`src/rtl/mbist_pkg.sv`:
```
// Shared types for the March C- BIST controller: sequencer states, the
// march element table and run-length constants.
package mbist_pkg;

  typedef enum logic [3:0] {
    ST_IDLE,
    ST_SETUP,
    ST_M0,
    ST_M1,
    ST_M2,
    ST_M3,
    ST_M4,
    ST_M5,
    ST_DRAIN,
    ST_DONE
  } state_e;

  typedef struct packed {
    logic desc;
    logic rd;
    logic wr;
    logic rval;
    logic wval;
  } elem_t;

  localparam int DRAIN_CYCLES = 2;
  localparam int DEF_WORDS    = 16;
  localparam int TOTAL_CYCLES = 10 * DEF_WORDS + 3;

  // Non-march states map to an all-zero entry: no read, no write.
  function automatic elem_t march_elem(input state_e s);
    case (s)
      ST_M0:   return '{desc: 1'b0, rd: 1'b0, wr: 1'b1, rval: 1'b0, wval: 1'b0};
      ST_M1:   return '{desc: 1'b0, rd: 1'b1, wr: 1'b1, rval: 1'b0, wval: 1'b1};
      ST_M2:   return '{desc: 1'b0, rd: 1'b1, wr: 1'b1, rval: 1'b1, wval: 1'b0};
      ST_M3:   return '{desc: 1'b1, rd: 1'b1, wr: 1'b1, rval: 1'b0, wval: 1'b1};
      ST_M4:   return '{desc: 1'b1, rd: 1'b1, wr: 1'b1, rval: 1'b1, wval: 1'b0};
      ST_M5:   return '{desc: 1'b0, rd: 1'b1, wr: 1'b0, rval: 1'b0, wval: 1'b0};
      default: return '0;
    endcase
  endfunction

  function automatic state_e next_elem(input state_e s);
    case (s)
      ST_M0:   return ST_M1;
      ST_M1:   return ST_M2;
      ST_M2:   return ST_M3;
      ST_M3:   return ST_M4;
      ST_M4:   return ST_M5;
      default: return ST_DRAIN;
    endcase
  endfunction

endpackage

```
`src/rtl/mbist_resp_cmp.sv`:
```
// Read-response checker: carries expected word and address alongside each
// read for two cycles, then compares against rdata and accumulates results.
module mbist_resp_cmp
  import mbist_pkg::*;
#(
  parameter int DATA_WIDTH = 8,
  parameter int ADDR_WIDTH = 4,
  parameter int FCNT_WIDTH = 8
) (
  input  logic                  clk,
  input  logic                  rst_n,
  input  logic                  clear,
  input  logic                  push,
  input  logic [DATA_WIDTH-1:0] exp_in,
  input  logic [ADDR_WIDTH-1:0] addr_in,
  input  logic [DATA_WIDTH-1:0] rdata,
  output logic                  bist_fail,
  output logic [ADDR_WIDTH-1:0] fail_addr,
  output logic [FCNT_WIDTH-1:0] fail_count
);

  logic                  vld_p1_q, vld_p1_d, vld_p2_q, vld_p2_d;
  logic [DATA_WIDTH-1:0] exp_p1_q, exp_p1_d, exp_p2_q, exp_p2_d;
  logic [ADDR_WIDTH-1:0] addr_p1_q, addr_p1_d, addr_p2_q, addr_p2_d;
  logic                  fail_q, fail_d;
  logic [ADDR_WIDTH-1:0] faddr_q, faddr_d;
  logic [FCNT_WIDTH-1:0] fcnt_q, fcnt_d;
  logic                  mismatch;

  function automatic logic [FCNT_WIDTH-1:0] sat_inc(input logic [FCNT_WIDTH-1:0] v);
    return (&v) ? v : v + FCNT_WIDTH'(1);
  endfunction

  always_comb begin
    vld_p1_d  = push;
    exp_p1_d  = exp_in;
    addr_p1_d = addr_in;
    vld_p2_d  = vld_p1_q;
    exp_p2_d  = exp_p1_q;
    addr_p2_d = addr_p1_q;
    // Case inequality so an undriven or X read response is a failure.
    mismatch  = vld_p2_q && (rdata !== exp_p2_q);
    fail_d    = fail_q;
    faddr_d   = faddr_q;
    fcnt_d    = fcnt_q;
    if (clear) begin
      fail_d  = 1'b0;
      faddr_d = '0;
      fcnt_d  = '0;
    end else if (mismatch) begin
      fail_d = 1'b1;
      if (!fail_q) faddr_d = addr_p2_q;
      fcnt_d = sat_inc(fcnt_q);
    end
  end

  always_ff @(posedge clk or negedge rst_n) begin
    if (!rst_n) begin
      vld_p1_q <= 1'b0;
      vld_p2_q <= 1'b0;
      fail_q   <= 1'b0;
      faddr_q  <= '0;
      fcnt_q   <= '0;
    end else begin
      vld_p1_q <= vld_p1_d;
      vld_p2_q <= vld_p2_d;
      fail_q   <= fail_d;
      faddr_q  <= faddr_d;
      fcnt_q   <= fcnt_d;
    end
  end

  always_ff @(posedge clk) begin
    exp_p1_q  <= exp_p1_d;
    addr_p1_q <= addr_p1_d;
    exp_p2_q  <= exp_p2_d;
    addr_p2_q <= addr_p2_d;
  end

  assign bist_fail  = fail_q;
  assign fail_addr  = faddr_q;
  assign fail_count = fcnt_q;

endmodule

```
`src/rtl/mbist_march_ctrl.sv`:
```
// March C- BIST sequencer: walks the six march elements over the memory,
// stages write data ahead of each element and feeds reads to the checker.
module mbist_march_ctrl
  import mbist_pkg::*;
#(
  parameter int DATA_WIDTH = 8,
  parameter int ADDR_WIDTH = 4,
  parameter int CAPACITY   = 15,
  parameter int FCNT_WIDTH = 8
) (
  input  logic                  clk,
  input  logic                  rst_n,
  input  logic                  start,
  output logic                  bist_busy,
  output logic                  bist_done,
  output logic                  bist_fail,
  output logic [ADDR_WIDTH-1:0] fail_addr,
  output logic [FCNT_WIDTH-1:0] fail_count,
  output logic                  write_read,
  output logic [ADDR_WIDTH-1:0] address,
  output logic [DATA_WIDTH-1:0] wdata,
  input  logic [DATA_WIDTH-1:0] rdata
);

  localparam int DCNT_W = $clog2(DRAIN_CYCLES);
  localparam logic [ADDR_WIDTH-1:0] ADDR_HI = ADDR_WIDTH'(CAPACITY);

  state_e                state_q, state_d, nxt_state;
  logic [ADDR_WIDTH-1:0] addr_q, addr_d, end_addr;
  logic [DATA_WIDTH-1:0] wdata_q, wdata_d;
  logic                  phase_q, phase_d;
  logic [DCNT_W-1:0]     drain_q, drain_d;
  elem_t                 el, nel;
  logic                  rd_slot, wr_slot, start_ok;

  // phase_q selects the read (0) or write (1) slot of a two-operation element.
  always_comb begin
    el        = march_elem(state_q);
    nxt_state = next_elem(state_q);
    nel       = march_elem(nxt_state);
    rd_slot   = el.rd && !phase_q;
    wr_slot   = el.wr && (phase_q || !el.rd);
    end_addr  = el.desc ? '0 : ADDR_HI;
    start_ok  = start && (state_q == ST_IDLE || state_q == ST_DONE);
  end

  always_ff @(posedge clk or negedge rst_n) begin
    if (!rst_n) state_q <= ST_IDLE;
    else        state_q <= state_d;
  end

  always_comb begin
    state_d = state_q;
    addr_d  = addr_q;
    wdata_d = wdata_q;
    phase_d = phase_q;
    drain_d = drain_q;
    case (state_q)
      ST_IDLE, ST_DONE: begin
        if (start) begin
          state_d = ST_SETUP;
          addr_d  = '0;
          wdata_d = '0;
          phase_d = 1'b0;
        end
      end
      ST_SETUP: begin
        state_d = ST_M0;
        wdata_d = {DATA_WIDTH{march_elem(ST_M0).wval}};
      end
      ST_DRAIN: begin
        if (drain_q == DCNT_W'(DRAIN_CYCLES - 1)) state_d = ST_DONE;
        else                                       drain_d = drain_q + DCNT_W'(1);
      end
      default: begin
        if (el.rd && el.wr && !phase_q) begin
          phase_d = 1'b1;
        end else begin
          phase_d = 1'b0;
          if (addr_q == end_addr) begin
            state_d = nxt_state;
            if (nxt_state == ST_DRAIN) begin
              drain_d = '0;
            end else begin
              addr_d  = nel.desc ? ADDR_HI : '0;
              wdata_d = {DATA_WIDTH{nel.wval}};
            end
          end else begin
            addr_d = el.desc ? addr_q - ADDR_WIDTH'(1) : addr_q + ADDR_WIDTH'(1);
          end
        end
      end
    endcase
  end

  always_ff @(posedge clk or negedge rst_n) begin
    if (!rst_n) begin
      addr_q  <= '0;
      wdata_q <= '0;
      phase_q <= 1'b0;
      drain_q <= '0;
    end else begin
      addr_q  <= addr_d;
      wdata_q <= wdata_d;
      phase_q <= phase_d;
      drain_q <= drain_d;
    end
  end

  always_comb begin
    write_read = wr_slot;
    address    = addr_q;
    wdata      = wdata_q;
    bist_busy  = !(state_q == ST_IDLE || state_q == ST_DONE);
    bist_done  = (state_q == ST_DONE);
  end

  mbist_resp_cmp #(
    .DATA_WIDTH(DATA_WIDTH),
    .ADDR_WIDTH(ADDR_WIDTH),
    .FCNT_WIDTH(FCNT_WIDTH)
  ) u_cmp (
    .clk       (clk),
    .rst_n     (rst_n),
    .clear     (start_ok),
    .push      (rd_slot),
    .exp_in    ({DATA_WIDTH{el.rval}}),
    .addr_in   (addr_q),
    .rdata     (rdata),
    .bist_fail (bist_fail),
    .fail_addr (fail_addr),
    .fail_count(fail_count)
  );

endmodule

```
`config.mk`:
```
export PLATFORM = sky130hd
export DESIGN_NAME = mbist_march_ctrl
export DESIGN_NICKNAME = d
export VERILOG_FILES = /design/src/rtl/mbist_pkg.sv /design/src/rtl/mbist_resp_cmp.sv /design/src/rtl/mbist_march_ctrl.sv
export SDC_FILE = /design/constraint.sdc
export NUM_CORES = 1
export LEC_CHECK = 0
export BUFFER_PORTS_ARGS = -buffer_cell sky130_fd_sc_hd__clkbuf_2
export CELL_PAD_IN_SITES_DETAIL_PLACEMENT = 2
export CELL_PAD_IN_SITES_GLOBAL_PLACEMENT = 2
export CORE_MARGIN = 5
export CORE_UTILIZATION = 37
export CTS_BUF_LIST = sky130_fd_sc_hd__clkbuf_2
export DETAILED_ROUTE_END_ITERATION = 6
export PLACE_DENSITY_LB_ADDON = 0.1
export SLEW_MARGIN = 10
export SYNTH_ARGS = -nofsm -noshare
export SYNTH_HDL_FRONTEND = slang
export SYNTH_HIERARCHICAL = 1
export SYNTH_SLANG_ARGS = --single-unit
```
`constraint.sdc`:
```
create_clock -name clk -period 2.35 [get_ports clk]
set_input_delay 0.235 -clock clk [delete_from_list [all_inputs] [get_ports clk]]
set_output_delay 0.235 -clock clk [all_outputs]
set_load 0.005 [all_outputs]
```
==> results.md <==
- Status: finished, final reports clean
- Drt via density: 5.44
- Ports: 39
- Kind of critical path: reg -> reg
- Mapped Cells: 231
- DRT Pass-1 Iters: 4
- FP Rows: 29
- WP buf/inv: 0
- Vias in the first global route: 2007
- Initial Utilization: 37.9%
- Mapped cell area: 2390 µm²
- Slew @ Worst Pin: 0.716 ns
- Worst Setup Start Kind: flop
- Post-DP HPWL: 4.49 mm
- Worst path max stage delay: 0.48 ns
- Iteration-0 DRC Markers: 71
- First-pass GRT wire length: 10.4 mm
- Area post-placement: 2640 µm²
- Final min period: 2.18 ns
- H-tree levels: 2
- CP cell instances: xor2_2 -> nand2_2 -> xnor2_1 -> ha_2 -> nor4b_1 -> a2111oi_2 -> a311oi_1 -> mux2_2
- RSZ-0062 raised after global routing: no
- Placer Congestion: 0.761
- Num CTS Buffers: 5
- Finished Layout Cells: 348
- # port buffers: 38
- EDFF count, synth: 0
- Rel. slew slack: 52.3%
- Hold_ws: 0.152 ns
- Warnings, synthesis: 6
- Pins Over Slew Limit: 0
- CTS root buf: clkbuf_2
- Routed wire per std cell: 17.8 µm
- Static Leak: 1.21 nW
- Initial antenna violation count: 0
- Req. time, crit path: 2.70 ns
- Worst skew pair latency: 0.44 ns
- Worst Path Max Fanout: 5
- Most common cell after layout, fill and taps aside: clkbuf_2
- Pwr/cell area: 568 nW/µm²
- Highest clock rate: 459 MHz
- Post-place setup slack: 0.0682 ns
- Syn_nets: 244
- Synth cell types: 69
- Cells after DPL: 337
- Delay-heaviest family, CP: flip-flops
- Worst hold path class: in -> reg
- Post-route ant nets: 0
- Worst-path clk slew: 0.30 ns
- Diodes inserted: 0
- Post-route DRC violation count: 0
- # setup viols final: 0
- Design Area, Final: 2720 µm²
- Hold Violations, Final: 0
- Part of the Yosys area used for sequential elements: 47.3%
- Largest net degree at the start of global routing: 27
- GRT overflow: 0
- Ys flop type: dfrtp_1
- Final setup TNS: 0 ns
- Clock Skew: 0.0255 ns
- Share of layout cells above drive strength 1: 29.9%
- Critical Path AT: 2.53 ns
- Die Wd: 90.4 µm
- Die height: 90.4 µm
- Max-cap violation count: 0
- Die area: 8170 µm²
- #FFs+latches synth: 50
- Final WL: 6.19 mm
- Area added between synthesis and finish: 13.9%
- CTS Sinks: 50
- Fin crit share: 92.7%
- Layout Nets: 283
- Ys async rst share: 52.0%
- Final worst-path setup slack: 0.172 ns
- Clock tree buffer depth: 2
- Avg Inst Size Synth: 10.4 µm²
- Worst setup EP type: flop
- Routed vias: 1893
- Gr usage total: 15.4%
- Core ar.: 6310 µm²
- CTS tree: yes
- Most frequent cells in the layout: clkbuf_2, dfrtp_1, dfxtp_1
- Worst vdd ir: 0.325 mV
- CP max-delay cell: dfrtp_1
[worst reg2reg max path: cells and delay by family (launching register included)]
kind,cells,cell delay [ns]
adder cells (fa/ha/maj),1,0.22
AND/OR/NAND/NOR,2,0.27
XOR/XNOR,2,0.40
flip-flops,1,0.48
AO/OA/AOI/OAI,2,0.45
multiplexers,1,0.28
[cell type report]
| cell class | instances | area (µm²) |
|---|---|---|
| inverters | 9 | 33.8 |
| fillers | 712 | 3590 |
| flip-flops and latches | 50 | 1130 |
| repair buffers | 51 | 290 |
| clock inverters | 3 | 28.8 |
| well taps | 77 | 96.3 |
| multi-input cells | 153 | 1120 |
| clock buffers | 5 | 25.0 |
[cells in the mapped netlist, drive strengths merged (2+ instances only)]
cell	number	area share (%)
a211oi	2	0.84
or4	2	0.63
mux2i	7	2.9
o2111ai	2	0.73
buf	13	3.7
o22ai	2	0.52
a2111oi	2	0.99
xnor2	11	4.0
nor2	13	2.1
clkbuf	6	0.94
nor4	4	1.3
nand4	4	1.6
inv	9	1.4
nor3	5	1.5
a21o	3	0.94
o21ai	9	2.2
nand2	14	2.3
dfrtp	26	27
a21boi	2	0.63
a311oi	2	0.73
o31ai	5	1.6
nand2b	3	0.78
dfxtp	24	20
ha	2	1.0
and3	2	0.52
o211ai	2	0.84
mux2	6	3.1
nand3	7	1.7
a21oi	13	2.7
a31oi	2	0.52
nor2b	4	1.0
[what timing repair did]
item / CTS / global route
hold buffers: 1 / 0
endpoints found under the setup margin: 0 / 1
gates resized for setup: 0 / 1
setup buffers: 0 / 2
hold endpoints to repair: 26 / 0
[sequential cells by signal, summed over array words and instances, names as in the netlist]
name              flops
u_cmp/fail_count      8
u_cmp/addr_p2_q       4
u_cmp/vld_p2_q        1
wdata                 1
u_cmp/exp_p2_q        8
u_cmp/exp_p1_q        8
u_cmp/addr_p1_q       4
drain_q               1
state_q               4
address               4
phase_q               1
u_cmp/fail_addr       4
u_cmp/vld_p1_q        1
u_cmp/bist_fail       1
[per-layer routing]
metal | global-route usage [%] | share of wire, % | vias up | routed length, µm
met5 | 0 | 0 | - | 0
met4 | 4.34 | 1.0 | 0 | 65
met3 | 3.25 | 2.9 | 4 | 180
met2 | 26.1 | 50 | 32 | 3120
met1 | 19.8 | 46 | 949 | 2820
li1 | - | - | 908 | -
[logic make-up after synthesis]
group	share of synthesized area, %
AND/OR/NAND/NOR	16.6
AO/OA/AOI/OAI	17.8
flip-flops	47.3
buffers and inverters	6.07
multiplexers	6.07
XOR/XNOR	4.71
adder cells (fa/ha/maj)	1.46
[final timing paths]
check,depth (start not counted),to,slack (ns),from
setup reg to reg,8,address[2],0.17,state_q[0]
max in group asynchronous,2,u_cmp/fail_addr[2],1.56,rst_n
hold reg to reg,0,u_cmp/addr_p2_q[0],0.35,u_cmp/addr_p1_q[0]
min in group asynchronous,2,wdata[6],0.32,rst_n
setup / recovery,8,address[2],0.17,state_q[0]
hold / removal,4,state_q[3],0.15,start
[report_power, final]
group          leakage (nW)  switching [mW]  internal, mW
registers             0.525          0.0668         0.902
logic                 0.647          0.0866        0.0941
clock network        0.0351           0.309        0.0870
total                  1.21           0.463          1.08
[stage by stage]
step           utilization, %  total power [mW]
4_1_cts                  42.9              1.57
3_3_place_gp             41.9              1.15
3_5_place_dp             41.9              1.17
5_1_grt                  43.1              1.63
2_1_floorplan               -              1.07
6_report                 43.1              1.55
(Power assumes the default switching activity.)
